[src/rtl/cru_pkg.sv]
// Shared definitions for the CRU transaction generator.
//   - cru_state_e : FSM state encoding
//   - DEF_*       : default phase lengths in phi2 cycles
//   - clog2_min1  : counter width helper that never returns 0
package cru_pkg;

    typedef enum logic [2:0] {
        ST_IDLE   = 3'd0,
        ST_SETUP  = 3'd1,
        ST_STROBE = 3'd2,
        ST_HOLD   = 3'd3,
        ST_SAMPLE = 3'd4
    } cru_state_e;

    localparam int DEF_SETTLE = 10;
    localparam int DEF_PULSE  = 2;
    localparam int DEF_HOLD   = 2;

    // Width needed to hold values 0..v-1, but at least one bit.
    function automatic int clog2_min1(input int v);
        if (v <= 1) begin
            return 1;
        end else begin
            return $clog2(v);
        end
    endfunction

endpackage

[src/rtl/cru_phase_timer.sv]
// Loadable down-counter used to time each phase of a CRU bit.
// Ports:
//   clk      : clock, rising edge
//   rst      : asynchronous active-high reset
//   load     : load load_val into the counter this cycle
//   load_val : phase length minus one
//   tc       : terminal count, high while the counter is zero
module cru_phase_timer #(
    parameter int W = 4
) (
    input  logic         clk,
    input  logic         rst,
    input  logic         load,
    input  logic [W-1:0] load_val,
    output logic         tc
);

    logic [W-1:0] count_r;

    // Counter: load has priority, otherwise count down and stop at zero.
    always_ff @(posedge clk or posedge rst) begin
        if (rst) begin
            count_r <= {W{1'b0}};
        end else if (load) begin
            count_r <= load_val;
        end else if (count_r != {W{1'b0}}) begin
            count_r <= count_r - W'(1'b1);
        end else begin
            count_r <= count_r;
        end
    end

    assign tc = (count_r == {W{1'b0}});

endmodule

[src/rtl/cru_xfer_gen.sv]
// Multi-bit CRU transaction generator (writes: settle/strobe/hold per bit;
// reads: settle/sample per bit). All outputs are registered.
// Ports:
//   phi2, reset          : clock and asynchronous active-high reset
//   start, rd_nwr        : request and direction (1 = read), sampled in IDLE
//   base_addr, bit_count : address of bit 0 and number of bits (0 => DATA_W)
//   wdata                : write data, bit 0 first
//   cruin                : CRU read data
//   busy, done           : transaction in progress / one-cycle completion
//   rdata                : read result, held until the next start
//   cruout, cruclk       : write bit and active-low write strobe
//   address_bus          : current CRU bit address
module cru_xfer_gen
    import cru_pkg::*;
#(
    parameter int ADDR_W = 16,
    parameter int DATA_W = 16,
    parameter int SETTLE = DEF_SETTLE,
    parameter int PULSE  = DEF_PULSE,
    parameter int HOLD   = DEF_HOLD
) (
    input  logic              phi2,
    input  logic              reset,
    input  logic              start,
    input  logic              rd_nwr,
    input  logic [ADDR_W-1:0] base_addr,
    input  logic [4:0]        bit_count,
    input  logic [DATA_W-1:0] wdata,
    input  logic              cruin,
    output logic              busy,
    output logic              done,
    output logic [DATA_W-1:0] rdata,
    output logic              cruout,
    output logic              cruclk,
    output logic [ADDR_W-1:0] address_bus
);

    generate
        if (SETTLE < 1) begin : g_bad_settle
            $error("cru_xfer_gen: SETTLE must be at least 1");
        end
        if (PULSE < 1) begin : g_bad_pulse
            $error("cru_xfer_gen: PULSE must be at least 1");
        end
        if (HOLD < 1) begin : g_bad_hold
            $error("cru_xfer_gen: HOLD must be at least 1");
        end
    endgenerate

    localparam int MAX_PHASE = (SETTLE > PULSE) ? ((SETTLE > HOLD) ? SETTLE : HOLD)
                                                : ((PULSE > HOLD) ? PULSE : HOLD);
    localparam int TMR_W = clog2_min1(MAX_PHASE);
    localparam int IDX_W = clog2_min1(DATA_W);

    // The timer is loaded with length-1 so tc marks the final cycle of a phase.
    localparam logic [TMR_W-1:0] SETTLE_LD = TMR_W'(SETTLE - 1);
    localparam logic [TMR_W-1:0] PULSE_LD  = TMR_W'(PULSE - 1);
    localparam logic [TMR_W-1:0] HOLD_LD   = TMR_W'(HOLD - 1);
    localparam logic [IDX_W-1:0] IDX_LAST  = IDX_W'(DATA_W - 1);

    cru_state_e        state_r, state_nx_s;
    logic              tmr_load_s, tmr_tc_s;
    logic [TMR_W-1:0]  tmr_val_s;
    logic              accept_s, advance_s, finish_s, sample_s, last_s;
    logic              busy_nx_s, done_nx_s, cruclk_nx_s;
    logic [IDX_W-1:0]  idx_r, idx_next_s, last_idx_r, last_idx_nx_s;
    logic              rd_r;
    logic [DATA_W-1:0] wdata_r, rdata_r;
    logic [ADDR_W-1:0] address_r;
    logic              cruout_r, cruclk_r, busy_r, done_r;

    cru_phase_timer #(.W(TMR_W)) u_timer (
        .clk      (phi2),
        .rst      (reset),
        .load     (tmr_load_s),
        .load_val (tmr_val_s),
        .tc       (tmr_tc_s)
    );

    assign last_s     = (idx_r == last_idx_r);
    assign idx_next_s = idx_r + IDX_W'(1'b1);

    // Bit count decode: 0 and anything above DATA_W both mean a full word.
    always_comb begin
        if ((bit_count == 5'd0) || (int'(bit_count) > DATA_W)) begin
            last_idx_nx_s = IDX_LAST;
        end else begin
            last_idx_nx_s = IDX_W'(bit_count - 5'd1);
        end
    end

    // State register.
    always_ff @(posedge phi2 or posedge reset) begin
        if (reset) begin
            state_r <= ST_IDLE;
        end else begin
            state_r <= state_nx_s;
        end
    end

    // Next-state logic, timer loads and per-bit events.
    always_comb begin
        state_nx_s = state_r;
        tmr_load_s = 1'b0;
        tmr_val_s  = SETTLE_LD;
        accept_s   = 1'b0;
        advance_s  = 1'b0;
        finish_s   = 1'b0;
        sample_s   = 1'b0;
        case (state_r)
            ST_IDLE: begin
                if (start) begin
                    state_nx_s = ST_SETUP;
                    tmr_load_s = 1'b1;
                    accept_s   = 1'b1;
                end else begin
                    state_nx_s = ST_IDLE;
                end
            end
            ST_SETUP: begin
                if (tmr_tc_s && rd_r) begin
                    state_nx_s = ST_SAMPLE;
                end else if (tmr_tc_s) begin
                    state_nx_s = ST_STROBE;
                    tmr_load_s = 1'b1;
                    tmr_val_s  = PULSE_LD;
                end else begin
                    state_nx_s = ST_SETUP;
                end
            end
            ST_STROBE: begin
                if (tmr_tc_s) begin
                    state_nx_s = ST_HOLD;
                    tmr_load_s = 1'b1;
                    tmr_val_s  = HOLD_LD;
                end else begin
                    state_nx_s = ST_STROBE;
                end
            end
            ST_HOLD: begin
                if (tmr_tc_s && last_s) begin
                    state_nx_s = ST_IDLE;
                    finish_s   = 1'b1;
                end else if (tmr_tc_s) begin
                    state_nx_s = ST_SETUP;
                    tmr_load_s = 1'b1;
                    advance_s  = 1'b1;
                end else begin
                    state_nx_s = ST_HOLD;
                end
            end
            ST_SAMPLE: begin
                sample_s = 1'b1;
                if (last_s) begin
                    state_nx_s = ST_IDLE;
                    finish_s   = 1'b1;
                end else begin
                    state_nx_s = ST_SETUP;
                    tmr_load_s = 1'b1;
                    advance_s  = 1'b1;
                end
            end
            default: begin
                state_nx_s = ST_IDLE;
            end
        endcase
    end

    // Output decode from the next state so the registered outputs line up with it.
    always_comb begin
        busy_nx_s   = (state_nx_s != ST_IDLE);
        cruclk_nx_s = (state_nx_s != ST_STROBE);
        done_nx_s   = finish_s;
    end

    // Output and datapath registers: latch on accept, step address/bit on advance.
    always_ff @(posedge phi2 or posedge reset) begin
        if (reset) begin
            busy_r     <= 1'b0;
            done_r     <= 1'b0;
            cruclk_r   <= 1'b1;
            cruout_r   <= 1'b0;
            address_r  <= {ADDR_W{1'b0}};
            rdata_r    <= {DATA_W{1'b0}};
            wdata_r    <= {DATA_W{1'b0}};
            rd_r       <= 1'b0;
            idx_r      <= {IDX_W{1'b0}};
            last_idx_r <= {IDX_W{1'b0}};
        end else begin
            busy_r   <= busy_nx_s;
            done_r   <= done_nx_s;
            cruclk_r <= cruclk_nx_s;
            if (accept_s) begin
                rd_r       <= rd_nwr;
                wdata_r    <= wdata;
                last_idx_r <= last_idx_nx_s;
                idx_r      <= {IDX_W{1'b0}};
                address_r  <= base_addr;
                rdata_r    <= {DATA_W{1'b0}};
                // Reads leave cruout at whatever the last write left behind.
                if (!rd_nwr) begin
                    cruout_r <= wdata[0];
                end else begin
                    cruout_r <= cruout_r;
                end
            end else begin
                if (sample_s) begin
                    rdata_r[idx_r] <= cruin;
                end else begin
                    rdata_r <= rdata_r;
                end
                if (advance_s) begin
                    idx_r     <= idx_next_s;
                    address_r <= address_r + ADDR_W'(1'b1);
                    if (!rd_r) begin
                        cruout_r <= wdata_r[idx_next_s];
                    end else begin
                        cruout_r <= cruout_r;
                    end
                end else begin
                    idx_r <= idx_r;
                end
            end
        end
    end

    assign busy        = busy_r;
    assign done        = done_r;
    assign rdata       = rdata_r;
    assign cruout      = cruout_r;
    assign cruclk      = cruclk_r;
    assign address_bus = address_r;

endmodule

[config.mk]
export PLATFORM = sky130hd
export DESIGN_NAME = cru_xfer_gen
export DESIGN_NICKNAME = d
export VERILOG_FILES = /design/src/rtl/cru_pkg.sv /design/src/rtl/cru_phase_timer.sv /design/src/rtl/cru_xfer_gen.sv
export SDC_FILE = /design/constraint.sdc
export NUM_CORES = 1
export LEC_CHECK = 0
export ABC_AREA = 1
export CORE_MARGIN = 4
export CORE_UTILIZATION = 50
export DETAILED_ROUTE_END_ITERATION = 8
export MAX_ROUTING_LAYER = met4
export PLACE_DENSITY = 0.9
export SLEW_MARGIN = 20
export SYNTH_ARGS = -nofsm -noshare
export SYNTH_HDL_FRONTEND = slang
export SYNTH_HIERARCHICAL = 1
export SYNTH_SLANG_ARGS = --single-unit
[constraint.sdc]
create_clock -name phi2 -period 2.4 [get_ports phi2]
set_input_delay 0.48 -clock phi2 [delete_from_list [all_inputs] [get_ports phi2]]
set_output_delay 0.48 -clock phi2 [all_outputs]
set_load 0.02 [all_outputs]
After elaboration in Yosys (flattened, before gate mapping)
Index checks and enable logic that the tools add are counted.
{"block": "totals", "wordCells": 82, "reg_bits": 68}
{"block": "op_classes", "reduce_logical": 13, "add_sub_neg": 4, "n_mux": 41, "eq_ne": 8, "order_cmp": 4}
{"cell": "$mux 16", "n": 4}
{"cell": "$mux 4", "n": 7}
{"cell": "$mux 1", "n": 18}
{"cell": "$add 16x1->16 const B", "n": 1}
{"cell": "$bwmux 16", "n": 1}
{"cell": "$pmux 3 s5", "n": 1}
{"cell": "$lt 4x5->1 const B", "n": 2}
{"cell": "$pmux 4 s2", "n": 1}
{"cell": "$sub 4x1->4 const B", "n": 2}
{"cell": "$eq 3x2->1 const B", "n": 2}
{"cell": "$mux 2", "n": 3}
{"cell": "$reduce_bool 2->1", "n": 3}
{"cell": "$gt 5x5->1 const B", "n": 1}
{"cell": "$logic_not 5->1", "n": 1}
{"cell": "$pmux 1 s5", "n": 1}
{"cell": "$add 4x1->4 const B", "n": 1}
{"cell": "$bmux 1 s4", "n": 1}
{"cell": "$demux 1 s4", "n": 1}
{"cell": "$eq 4x4->1", "n": 1}
{"cell": "$ge 4x1->1 const B", "n": 1}
{"cell": "$logic_not 4->1", "n": 1}
{"cell": "$ne 2x2->1 const B", "n": 2}
{"cell": "$pmux 1 s2", "n": 2}
{"cell": "$reduce_bool 4->1", "n": 1}
{"cell": "9 further kinds", "n": 11}

Longest topological paths before layout
Gate-level depths: netlist of run 1.
{"block": "depth", "depth_word": 7, "depth_mapped": 15, "depth_no_buf": 15}

Hierarchy
The synthesis of run 1 kept the hierarchy.
{"mod": "cru_xfer_gen", "cells_each": 465, "area_each_um2": 3485.8, "n_inst": 1, "seq_area_each_um2": 1602.8}
{"mod": "cru_phase_timer", "cells_each": 38, "area_each_um2": 259.0, "n_inst": 1, "seq_area_each_um2": 100.1}

Worst setup path before layout of run 1
Ideal clock, no wire load.
{"block": "synth_path", "path_kind": "register to register", "from": "reg u_timer.count_r[0]", "to": "reg u_timer.count_r[3]", "setup_ns": 0.117, "stages_incl_launch_ff": 16, "arrival_time_ns": 1.775, "setup_slack_ns": 0.508, "required_ns": 2.283, "path_buffers": 0, "cell_sequence": "dfrtp_1 inv_1 ha_1 nand2_2 inv_1 inv_1 o21ai_2 nand2_4 nand2_2 inv_1 nand2_1 inv_2 nand2_1 inv_1 nand2_1 nand2_1"}
{"block": "synth_between", "elab_chain_cells": 5, "word_cells_on_any_way": 15, "classes_between": "add/sub: 1; mux: 9; reduce/logical: 5"}
{"item": "from (decl)", "line_no": "cru_phase_timer.sv:18", "rtl": "logic [W-1:0] count_r;"}
{"item": "from (signal assigned)", "line_no": "cru_phase_timer.sv:23", "rtl": "count_r <= {W{1'b0}};"}
{"item": "from (signal assigned)", "line_no": "cru_phase_timer.sv:25", "rtl": "count_r <= load_val;"}
{"item": "from (signal assigned)", "line_no": "cru_phase_timer.sv:27", "rtl": "count_r <= count_r - W'(1'b1);"}
{"item": "$logic_not 4->1 *", "line_no": "cru_phase_timer.sv:33", "rtl": "assign tc = (count_r == {W{1'b0}});"}
{"item": "net tmr_tc_s", "line_no": "cru_xfer_gen.sv:62", "rtl": "logic tmr_load_s, tmr_tc_s;"}
{"item": "$mux 1, or another cell as far along", "line_no": "cru_xfer_gen.sv:123, cru_xfer_gen.sv:132, cru_xfer_gen.sv:144"}
{"item": "$mux 1 (on tied branches)", "line_no": "cru_xfer_gen.sv:141, cru_xfer_gen.sv:121"}
{"item": "$pmux 1 s5 *", "line_no": "cru_xfer_gen.sv:110", "rtl": "case (state_r)"}
{"item": "net tmr_load_s", "line_no": "cru_xfer_gen.sv:62"}
{"item": "$mux 4 / $reduce_bool 2->1 (equally long branches)"}
The timed path passes the listed nets; every way through them passes the cells marked *. The select of a mux whose other input is x is not followed.
A chain may end at the register's enable or synchronous reset.

Worst setup path after layout of run 1
Same ends and word-level chain as after synthesis.

==> results.md, run 1 <==
- Status: finished clean
- Worst IR Drop VDD: 0.433 mV
- Via count: 3579
- Synth Area in Simple Gates: 29.1%
- Htree depth: 3
- Count of cell types in the netlist: 33
- Fill cells: 592
- Slew headroom: 65.9%
- Static leakage: 0.00247 uW
- Row cnt: 31
- Antenna-violating nets left: 0
- Async set-reset flop share out of synthesis: 100%
- CTS root buffer: clkbuf_8
- Final setup fails: 0
- Die width: 94.5 um
- Worst EP required: 2.64 ns
- Detailed-router iteration count before antenna repair: 5
- Final wirelength: 9.40 mm
- Crit path depth: 15
- FF-to-FF End: u_timer/count_r[3]
- I/O Pins: 78
- Pin count of the biggest net entering global routing: 65
- First-pass GRT wire length: 16.0 mm
- CTS max path bufs: 2
- Synth Area in Adders: 2.34%
- Mux cell area share after synthesis: 0%
- I/O Buffers: 77
- Critical path's largest stage delay: 0.40 ns
- Drt via density: 5.21
- Min Clock Period, post-route: 2.13 ns
- CTS tree: yes
- Worst path cell trace: inv_1, ha_1, nand2_2, inv_1, inv_1, o21ai_2, nand2_4, nand2_2, inv_1, nand2_2, inv_2, nand2_1, inv_1, nand2_1, nand2_1
- Clock power frac: 20.6%
- Fin. Hold Viols: 0
- CP dominant cell by count: inv_1
- Synthesis Warnings: 6
- Number of enable flip-flop cells after synthesis: 0
- GP Congestion: 0.912
- Clock transition at path regs: 0.08 ns
- Initial antenna violation count: 0
- Syn avg cell area: 7.45 um^2
- Post-synthesis sequential area ratio: 45.5%
- Unrepaired setup endpoints after global routing: no
- Crit Path Class: register to register
- Remaining DRCs: 0
- Cells after Synth: 503
- Reg2Reg Depth: 15
- Top cell family by delay on the critical path: simple AND/OR/NAND/NOR gates
- Fin. max-slew vios: 0
- Hold buffer count at cts: 0
- Period utilisation layout: 88.8%
- Initial core utilization: 51.6%
- Post-synthesis xor/xnor area fraction: 3.04%
- Crit-path max FO: 9
- Reg2reg setup slack: 0.27 ns
- Fmax: 469 MHz
- ANT cells: 0
- Syn Std Cell Area: 3740 um^2
- Worst reg2reg startpoint: u_timer/count_r[0]
- Die footprint: 8940 um^2
- Critical Path Sink: u_timer/count_r[3]
- Ys flop type: dfrtp_1
- PwrDens: 1090 nW/um^2
- Sw Share: 41.0%
- Int Power: 3120 uW
- Clk_skew: 0.0151 ns
- Crit start category: register
- Synth Area in Compound Gates: 9.92%
- Hpwl dp: 6.75 mm
- Tot GR Track Use: 23.4%
- Area Growth Syn to Fin: 29.9%
- Final Cell Area: 4860 um^2
- Sequential share of power: 35.5%
- Worst Path Buf+Inv: 6
- CP Data Arrival Time: 2.37 ns
- Worst setup startpoint: u_timer/count_r[0]
- Slowest cell on the critical path: dfrtp_1
- Max Cap Violations: 0
- Comb pwr share: 43.9%
- DIE HEIGHT: 94.5 um
- Wirelength per Cell: 13.7 um
- Setup total negative slack: 0 ns
- Total gr overflow: 0
- Hold Path Class: input pin to async pin
- Combinational family with the most area after synthesis: simple AND/OR/NAND/NOR gates
- Post-placement cell area: 4630 um^2
- Layout net count: 632
- Psw: 2170 uW
- Number of buffers created by CTS: 9
- Share of cells above drive strength 1: 7.65%
- DR iter-0 viols: 250
- Vias in the first global route: 3551
- Skew-Pair Late Insertion Delay: 0.35 ns
- Core area: 7250 um^2
- CP endpoint kind: register
- Sink Count: 68
- Slew @ Worst Pin: 0.507 ns
- Synthesis-stage register bit count: 68
==> layout by cell type, fill, tap and decap left out, drive strengths merged, types with 2 or more instances in the layout <==
cell / n
a21oi: 3
a31oi: 4
buf: 8
bufinv: 2
clkbuf: 11
clkdlybuf4s50: 77
clkinv: 2
conb: 3
dfrtp: 67
ha: 7
inv: 77
nand2: 161
nand3: 31
nand4: 21
nor2: 35
o211ai: 7
o21ai: 49
o22ai: 3
or2: 2
xnor2: 4
xor2: 9
==> power groups by stage <==
stage | clock network [uW] | registers, uW | logic, uW
2_1_floorplan | 0 | 2020 | 1370
3_3_place_gp | 0 | 1870 | 2190
3_5_place_dp | 0 | 1890 | 2290
4_1_cts | 1100 | 1870 | 2320
5_1_grt | 1170 | 1940 | 2610
6_report | 1090 | 1880 | 2320
==> routing by layer <==
metal  wire (um)  track usage, %  up-vias
met5           0               -        -
met4         306            10.8        0
li1            -               -     1752
met1        3740            27.5     1642
met3         590            4.30       35
met2        4760            38.9      150
==> what timing repair did <==
action,CTS,global route
hold endpoints to repair,0,0
gates resized for setup,0,1
endpoints found under the setup margin,0,1
setup buffers,0,0
==> state kept, by name, indices dropped and copies added, names as in the netlist, 3 cells and up <==
register and cells:
wdata_r 16, state_r 3, rdata 16, last_idx_r 4, idx_r 4, address_bus 16, u_timer/count_r 4
==> worst min-delay path by stage <==
stage / start / end / slack (ns) / depth (start not counted)
final: reset / u_timer/count_r[3] / 0.37 / 2
after global routing: reset / u_timer/count_r[3] / 0.38 / 2
after CTS: reset / u_timer/count_r[3] / 0.37 / 2
after detailed placement: wdata_r[1] / wdata_r[1] / 0.48 / 2
after global placement: wdata_r[9] / wdata_r[9] / 0.47 / 2
after floorplan: reset / u_timer/count_r[0] / 0.25 / 1
==> per-stage QoR <==
stage               hold slack (ns)  setup WS (ns)  std cells  util (%)  power (uW)
finish                        0.366          0.270        687      67.1        5300
global route                  0.380         0.0834        687      67.1        5720
CTS                           0.370          0.224        687      67.0        5290
detailed placement            0.481          0.238        671      63.8        4180
global placement              0.469          0.390        671      63.8        4060
floorplan                     0.246          0.324        504         -        3380
==> layout make-up <==
| cell class | count | area, um^2 | share of cell area [%] |
|---|---|---|---|
| Sequential cell | 68 | 1700 | 35.0 |
| Timing Repair Buffer | 85 | 843 | 17.3 |
| Multi-Input combinational cell | 343 | 1680 | 34.4 |
| Tap cell | 99 | 124 | 2.55 |
| Clock buffer | 11 | 151 | 3.11 |
| Inverter | 76 | 285 | 5.86 |
| Clock inverter | 5 | 82.6 | 1.70 |
==> synthesized netlist by cell type (7+ instances only) <==
master	count	area share (%)
nand2_1	157	16
inv_1	71	7.1
dfrtp_1	67	45
o21ai_0	43	5.7
nor2_1	31	3.1
nand3_1	30	4.0
nand4_1	21	3.5
buf_2	10	1.3
xor2_1	9	2.1
ha_1	7	2.3
o211ai_1	7	1.4
==> logic make-up (layout without fill, tap and decap cells) <==
family,Yosys count,count (layout)
fa+ha+maj,7,7
xor+xnor,13,13
simple gates,253,253
compound gates,67,67
buf+inv,93,177
other cells,2,3
flops,68,68
(Power assumes the default switching activity.)
==> run 2, diff against run 1 <==
CAP_MARGIN = 20   (was default)
==> results of run 2 <==
The final DEF is identical to that of run 1; final timing and power are the same.
==> run 3, diff against run 2 <==
CORE_UTILIZATION = 47   (was 50)
PLACE_DENSITY = 0.89   (was 0.9)
clock period = 1.9 ns   (was 2.4 ns; I/O delays follow)
==> run 3 against run 2 <==
- clock power is 10% higher
- power is 27% higher
- setup slack worse by 0.21 ns
- register-to-register slack worse by 0.13 ns
- global-route usage is 3.2 points lower
- cell area is 2.5% higher
==> results.md, run 3 (synthesis results as in run 1) <==
- Skew-Pair Late Insertion Delay: 0.34 ns (about the same)
- Post-placement cell area: 4720 um^2 (+2.0%)
- Slowest cell on the critical path: clkdlybuf4s50_1
- Sink Count: 68 (unchanged)
- DIE HEIGHT: 97.3 um (+2.9%)
- Sequential share of power: 35.6% (about the same)
- Int Power: 3980 uW (+27%)
- Reg area: 1710 um^2 (+0.15%)
- Vias in the first global route: 3443 (-3.0%)
- Remaining DRCs: 0 (unchanged)
- Number of buffers created by CTS: 9 (unchanged)
- Min Clock Period, post-route: 1.84 ns
- Final Cell Area: 4980 um^2 (+2.5%)
- ANT cells: 0 (unchanged)
- Share of cells above drive strength 1: 10.3% (+2.7 points)
- Die footprint: 9460 um^2 (+5.8%)
- Row cnt: 32 (+3.2%)
- CTS root buffer: clkbuf_8
- Via count: 3620 (+1.1%)
- Commonest non-fill, non-tap cell in the layout: nand2_1
- Crit-path max FO: 5 (-4)
- Final wirelength: 9.26 mm (-1.6%)
- Worst path cell trace: buf_4, clkdlybuf4s50_1
- Area Growth Syn to Fin: 33.1%
- Critical path's largest stage delay: 0.62 ns (+0.22 ns)
- Crit start category: register
- Initial core utilization: 48.5% (-3.2 points)
- CTS tree: yes
- Hpwl dp: 6.86 mm (+1.7%)
- Detailed-router iteration count before antenna repair: 5 (unchanged)
- Most frequent cells in the layout: nand2_1 (156), clkdlybuf4s50_1 (76), inv_1 (65), dfrtp_1 (65), o21ai_0 (42)
- Worst IR Drop VDD: 0.629 mV (+45%)
- Final setup fails: 0 (unchanged)
- Psw: 2760 uW (+27%)
- Die width: 97.3 um (+2.9%)
- CTS max path bufs: 2 (unchanged)
- I/O Buffers: 77 (unchanged)
- First-pass GRT wire length: 15.5 mm (-3.4%)
- Status: finished clean
- Drt via density: 5.16 (-1.0%)
- Layout net count: 644 (+1.9%)
- Fill cells: 593 (+0.17%)
- Core area: 7730 um^2 (+6.5%)
- Crit Path Class: register to primary output
- Worst EP required: 1.52 ns (-1.12 ns)
- Fin. Hold Viols: 0 (unchanged)
- Static leakage: 0.00250 uW (+1.2%)
- Fin. max-slew vios: 0 (unchanged)
- Clock transition at path regs: 0.07 ns (about the same)
- Total gr overflow: 0 (unchanged)
- PwrDens: 1350 nW/um^2 (+24%)
- Area of the multi-input gates: 1690 um^2 (+1.0%)
- Fmax: 542 MHz
- Pin count of the biggest net entering global routing: 65 (unchanged)
- I/O Pins: 78 (unchanged)
- Clock power frac: 17.9% (-2.7 points)
- Initial antenna violation count: 0 (unchanged)
- Max Cap Violations: 0 (unchanged)
- Util after Layout: 64.5% (-2.6 points)
- GP Congestion: 0.897 (-1.7%)
- Tot GR Track Use: 20.1% (-3.2 points)
- Clk_skew: 0.0118 ns (-0.00327 ns)
- CP Data Arrival Time: 1.46 ns (-0.91 ns)
- Hold buffer count at cts: 0 (unchanged)
- DR iter-0 viols: 298 (+19%)
- Sw Share: 40.9% (-0.085 points)
- CP endpoint kind: primary output
- Htree depth: 3 (unchanged)
- Antenna-violating nets left: 0 (unchanged)
- Wirelength per Cell: 13.2 um (-3.7%)
- Comb pwr share: 46.6% (+2.7 points)
- Period utilisation layout: 97.0%
- Hold Path Class: input pin to async pin
run 3: changes by cell type in the layout (fill, tap and decap cells not counted), moves of 3 or more:
cell        before  now
buf_4            7   16
clkbuf_1         0    3
clkinvlp_4       0    3
inv_1           70   65
run 3: final timing paths:
path	start	to	slack (ns)	cells past startpoint
worst min-delay path	reset	u_timer/count_r[2]	0.31	2
worst max-delay path	address_bus[0]	address_bus[0]	0.06	2
worst max register to register	u_timer/count_r[0]	u_timer/count_r[3]	0.14	15
max in group asynchronous	reset	cruclk	1.10	3
min in group phi2	wdata_r[1]	wdata_r[1]	0.49	2
worst min register to register	wdata_r[1]	wdata_r[1]	0.49	2
run 3: layer usage:
metal,GRT usage (%),vias to the layer above,routed length [um]
met5,-,-,0
met4,5.86,0,159
met3,4.24,14,579
met2,34.1,132,4580
met1,24.4,1696,3940
li1,-,1778,-
run 3: what timing repair did:
action	in CTS	in global routing
endpoints found under the hold margin	0	0
pin swaps	0	2
gates resized for setup	5	9
setup buffers	0	4
setup endpoints to repair	7	26
run 3: worst max-delay path, delay by kind of cell (launching register included):
family	cells	cell delay, ns
buf+inv	2	0.76
flops	1	0.36
run 3: stage by stage:
step	TNS, ns	std cells	power [uW]	hold slack [ns]	setup WS (ns)
detailed placement	-0.263	682	5390	0.474	-0.0723
finish	0	702	6730	0.308	0.0561
floorplan	0	504	4280	0.146	0.00813
global placement	0	682	5230	0.463	0.0496
CTS	0	698	6640	0.305	0.00667
global route	-0.0306	702	7260	0.324	-0.0198
run 3: power groups by stage:
stage               Sequential, uW  Combinational, uW  Clock, uW
floorplan                     2550               1730          0
global placement              2360               2870          0
global route                  2450               3520       1290
finish                        2390               3140       1200
detailed placement            2390               3000          0
CTS                           2370               3040       1220
run 3: area by class of cell:
type	instances	area share, %
well taps	102	2.56
repair buffers	97	19.4
inverters	76	5.95
multi-input cells	343	34.0
flip-flops and latches	68	34.2
clock buffers	14	3.26
clock inverters	2	0.703
